File: src/rtl/code_serializer.sv
// Purpose: buffers 8-bit code words in a small FIFO and sends each one as a serial
//   frame (start, 8 data bits LSB first, optional even parity, stop) on an idle-high line.
// Latency: a push into an empty buffer at edge N drives the start bit from edge N+1.
//   Frames are (10+PARITY_EN)*CLKS_PER_BIT cycles long and run back to back with no gap.
// Backpressure: in_ready drops while the buffer holds FIFO_DEPTH words; it also stays
//   low in reset and rises on the first edge after rst_l deasserts.
// Ports: clk, rst_l (async, active-low); in_data/in_valid/in_ready upstream handshake;
//   tx serial line (registered); busy (frame in progress); frame_done (last stop cycle);
//   level (words buffered).
module code_serializer #(
  parameter int CLKS_PER_BIT = 4,
  parameter int PARITY_EN    = 1,
  parameter int FIFO_DEPTH   = 4,
  localparam int PW = $clog2(FIFO_DEPTH),
  localparam int LW = PW + 1
) (
  input  logic          clk,
  input  logic          rst_l,
  input  logic [7:0]    in_data,
  input  logic          in_valid,
  output logic          in_ready,
  output logic          tx,
  output logic          busy,
  output logic          frame_done,
  output logic [LW-1:0] level
);

  typedef enum logic [2:0] {IDLE, START, DATA, PARITY, STOP} state_t;

  // Word buffer
  logic [7:0]    r_mem [FIFO_DEPTH];
  logic [PW-1:0] r_wr_ptr;
  logic [PW-1:0] r_rd_ptr;
  logic [LW-1:0] r_level;
  logic          r_rdy_en;

  // Frame engine
  state_t        r_state;
  logic [7:0]    r_cnt;
  logic [2:0]    r_bit;
  logic [7:0]    r_shift;
  logic          r_par;
  logic          r_tx;
  logic          r_busy;
  logic          r_done;

  logic          w_push;
  logic          w_pop;
  logic          w_last;
  logic [7:0]    w_head;

  assign w_last   = (r_cnt == 8'(CLKS_PER_BIT - 1));
  assign w_head   = r_mem[r_rd_ptr];
  assign in_ready = r_rdy_en && (r_level != LW'(FIFO_DEPTH));
  assign w_push   = in_valid && in_ready;
  // Pop only when the engine is ready to start a frame: from IDLE, or on the last
  // stop cycle so the next start bit follows without a gap.
  assign w_pop    = (r_level != '0) &&
                    ((r_state == IDLE) || ((r_state == STOP) && w_last));

  assign tx         = r_tx;
  assign busy       = r_busy;
  assign frame_done = r_done;
  assign level      = r_level;

  // in_ready is held low until the first edge out of reset.
  always_ff @(posedge clk or negedge rst_l) begin
    if (!rst_l) r_rdy_en <= 1'b0;
    else        r_rdy_en <= 1'b1;
  end

  always_ff @(posedge clk) begin
    if (w_push) r_mem[r_wr_ptr] <= in_data;
  end

  always_ff @(posedge clk or negedge rst_l) begin
    if (!rst_l) begin
      r_wr_ptr <= '0;
      r_rd_ptr <= '0;
      r_level  <= '0;
    end else begin
      if (w_push) r_wr_ptr <= r_wr_ptr + PW'(1);
      if (w_pop)  r_rd_ptr <= r_rd_ptr + PW'(1);
      case ({w_push, w_pop})
        2'b10:   r_level <= r_level + LW'(1);
        2'b01:   r_level <= r_level - LW'(1);
        default: r_level <= r_level;
      endcase
    end
  end

  // Outputs are registered alongside the state so tx/busy/frame_done change on the
  // same edge as the state they describe.
  always_ff @(posedge clk or negedge rst_l) begin
    if (!rst_l) begin
      r_state <= IDLE;
      r_cnt   <= '0;
      r_bit   <= '0;
      r_shift <= '0;
      r_par   <= 1'b0;
      r_tx    <= 1'b1;
      r_busy  <= 1'b0;
      r_done  <= 1'b0;
    end else begin
      r_done <= 1'b0;
      r_cnt  <= r_cnt + 8'd1;
      unique case (r_state)
        IDLE: begin
          r_cnt <= '0;
          if (w_pop) begin
            r_shift <= w_head;
            r_par   <= ^w_head;
            r_state <= START;
            r_tx    <= 1'b0;
            r_busy  <= 1'b1;
          end
        end
        START: begin
          if (w_last) begin
            r_cnt   <= '0;
            r_bit   <= '0;
            r_state <= DATA;
            r_tx    <= r_shift[0];
          end
        end
        DATA: begin
          if (w_last) begin
            r_cnt <= '0;
            if (r_bit == 3'd7) begin
              if (PARITY_EN != 0) begin
                r_state <= PARITY;
                r_tx    <= r_par;
              end else begin
                r_state <= STOP;
                r_tx    <= 1'b1;
              end
            end else begin
              r_bit   <= r_bit + 3'd1;
              r_shift <= r_shift >> 1;
              r_tx    <= r_shift[1];
            end
          end
        end
        PARITY: begin
          if (w_last) begin
            r_cnt   <= '0;
            r_state <= STOP;
            r_tx    <= 1'b1;
          end
        end
        STOP: begin
          // Raise frame_done so it is high exactly during the last stop cycle.
          if (r_cnt == 8'(CLKS_PER_BIT - 2)) r_done <= 1'b1;
          if (w_last) begin
            r_cnt <= '0;
            if (w_pop) begin
              r_shift <= w_head;
              r_par   <= ^w_head;
              r_state <= START;
              r_tx    <= 1'b0;
            end else begin
              r_state <= IDLE;
              r_tx    <= 1'b1;
              r_busy  <= 1'b0;
            end
          end
        end
        default: begin
          r_state <= IDLE;
          r_tx    <= 1'b1;
          r_busy  <= 1'b0;
        end
      endcase
    end
  end

endmodule

File: config.mk
export PLATFORM = sky130hd
export DESIGN_NAME = code_serializer
export DESIGN_NICKNAME = d
export VERILOG_FILES = /design/src/rtl/code_serializer.sv
export SDC_FILE = /design/constraint.sdc
export NUM_CORES = 1
export LEC_CHECK = 0
export ABC_AREA = 1
export CAP_MARGIN = 20
export CORE_MARGIN = 4
export CORE_UTILIZATION = 59
export DETAILED_ROUTE_END_ITERATION = 12
export PLACE_DENSITY_LB_ADDON = 0.1
export SKIP_LAST_GASP = 1
export SYNTH_ARGS = -nofsm -noshare
export SYNTH_HDL_FRONTEND = slang
export SYNTH_SLANG_ARGS = --single-unit
File: constraint.sdc
create_clock -name clk -period 2.9 [get_ports clk]
set_input_delay 0.58 -clock clk [delete_from_list [all_inputs] [get_ports clk]]
set_output_delay 0.58 -clock clk [all_outputs]
set_load 0.01 [all_outputs]
==> results.ini <==
[detailed_routing]
route.detailed.drc = 0
ant_nets = 0
avgRoutedWirePerCell_um = 12.8
routed_wl_um = 5970
viasPerCell = 5.10
firstDrtPassIters = 4
drt_iter0_markers = 176
num_vias = 2371

[sta]
grt_setup_unrepaired = no
setup_viol = 0
fin_tns_setup_ns = 0
finalCriticalPeriod_ns = 2.48
setup_slack_ns = 0.420
tightestPinTransition_ns = 0.577
finalClockSkew_ns = 0.00780
timing.fmax_mhz = 403
hold_violations = 0
relSlewSlack = 0.613
finalCritPeriodShare = 0.855
drv_slew = 0

[finish]
seqCellArea_mm2 = 0.00181
layout_common_cells = nand2_1 (125), inv_1 (37), dfrtp_1 (33), nor2_1 (32), edfxtp_1 (32)
finalNetCount = 411
syn2layout_area_growth_pct = 14.5
drive_gt1_frac = 0.0785
multi_input_area_mm2 = 0.00120
stdcell_area_mm2 = 0.00368
antennaDiodeCount = 0
final_common_cell = nand2_1
fillers = 414

[yosys]
ys_seq_elements = 66
avgSynthCellArea_um2 = 8.87
syn_nets = 384
yosysSeqAreaShare = 0.563
synth_area_leader_cell = edfxtp_1
yosys_warnings = 0
synth_cells = 363
synth_area_leaders = edfxtp_1 (30%), dfrtp_1 (26%), nand2_1 (15%), inv_1 (4.3%), nand3_1 (4.2%)
synth_area_mm2 = 0.00322
ys_types = 31
synth_top_area_frac = 0.298

[global_routing]
grt_max_degree = 35
overflow = 0
grt_pass1_vias = 2304
grt_pass1_wl_um = 10300
track_usage = 0.210
grt_antenna_before_repair = 0

[floorplanning]
initial_core_util = 0.619
pin_count = 18
die_area_mm2 = 0.00670
core_mm2 = 0.00520
die-width_um = 81.9
row_count = 26
die_y_um = 81.9

[run]
max_cap_viol_count = 0

[clock_tree]
clock_latency_ns = 0.34
cts_resized = 0
clockBufferDepth = 2
cts_setup_buffers = 0
clkTransAtPathRegs_ns = 0.07
root_buffer = clkbuf_8
cts_tree = done
cts.sinks = 66
ctsHtreeMaxLevel = 3
numCtsBuffers = 9
cts_hold_buf = 0

[critical_path]
startpoint_type = flop
cp.arrival_ns = 2.70
worst_setup_path_end_kind = flop
path_class = flop to flop
critPathRequiredTime_ns = 3.12
path_max_fanout = 5

[place]
post-dp-hpwl_um = 4160
place_area_mm2 = 0.00348
post-place-ws_ns = 0.441
io_buffer_count = 17
gp_congestion = 0.805

[power]
vdd_drop_max_mv = 0.641
p_total_mw = 4.02
power.leakage_nw = 1.71
power_density_mw_per_mm2 = 1090

[min_path]
hold_path.class = flop to flop

[run_status]
status = finished clean

## through the flow
stage	cells	util	hold slack, ns
finish	465	0.708	0.456
global route	465	0.708	0.511
CTS	465	0.708	0.454
detailed placement	449	0.668	0.445
global placement	449	0.668	0.455
floorplan	363	-	0.284
## state kept, by name (all words and copies together), names as in the netlist
register,count
r_mem,32
r_cnt,8
r_shift,8
level,3
r_bit,3
r_state,3
r_rd_ptr,2
r_wr_ptr,2
busy,1
frame_done,1
r_par,1
r_rdy_en,1
tx,1
## power by group
group	internal, mW	switching (mW)	total (mW)
clock	0.474	0.340	0.814
sequential	1.23	0.189	1.42
combinational	0.654	1.13	1.78
total	2.36	1.66	4.02
## routing by layer
layer / track usage / share of wire / routed length [um]
met5: 0 / 0 / 0
met2: 0.333 / 0.48 / 2860
met4: 0.0930 / 0.018 / 108
met3: 0.0493 / 0.042 / 249
met1: 0.274 / 0.46 / 2750
## path summary, 6_finish.rpt
| path | start | endpoint | slack [ns] | depth (start not counted) |
|---|---|---|---|---|
| worst max-delay path | r_cnt[0] | level[2] | 0.42 | 13 |
| worst min-delay path | r_cnt[3] | frame_done | 0.46 | 1 |
| worst max register to register | r_cnt[0] | level[2] | 0.42 | 13 |
| worst min register to register | r_cnt[3] | frame_done | 0.46 | 1 |
| max in group asynchronous | rst_l | tx | 1.91 | 2 |
| min in group asynchronous | rst_l | r_shift[4] | 0.65 | 2 |
## cells in the mapped netlist
cell,n
xor2_1,4
mux2_2,1
buf_8,1
conb_1,1
inv_1,37
nand3_1,27
clkinv_1,1
ha_1,9
or2_4,2
o21ai_1,1
edfxtp_1,32
a31oi_1,1
inv_2,2
xnor2_1,3
nor2_1,32
buf_2,3
dfrtp_1,33
nor2_2,1
nor3_1,4
clkbuf_1,3
a21oi_2,1
nand2_1,125
fa_1,1
dfstp_2,1
nor4_1,2
nor2_4,2
nand2_4,1
buf_6,1
a21oi_1,11
nor3b_1,2
o21ai_0,18
## worst max-delay path: stages (launching register included)
cell,delay [ns]
dfrtp_1,0.39
ha_1,0.23
nand3_1,0.09
nor2_1,0.14
inv_1,0.11
nand2_1,0.14
nand3_1,0.10
inv_1,0.16
ha_1,0.17
inv_1,0.06
fa_1,0.38
a21oi_1,0.14
o21ai_0,0.11
xnor2_1,0.14
## cell families after synthesis
group                    count (synthesis)  share of synthesized area
AO/OA/AOI/OAI                           32                     0.0513
XOR/XNOR                                 7                     0.0190
other                                    1                    0.00116
adder cells (fa/ha/maj)                 10                     0.0412
AND/OR/NAND/NOR                        198                      0.258
buffers and inverters                   48                     0.0630
multiplexers                             1                    0.00350
flip-flops                              66                      0.563
## layout make-up
| cell class | count | area share |
|---|---|---|
| flip-flops and latches | 66 | 0.492 |
| multi-input cells | 249 | 0.327 |
| repair buffers | 24 | 0.0604 |
| inverters | 40 | 0.0407 |
| clock buffers | 9 | 0.0336 |
| well taps | 70 | 0.0238 |
| clock inverters | 7 | 0.0228 |
Note: power is estimated with default switching activity, not from simulation.
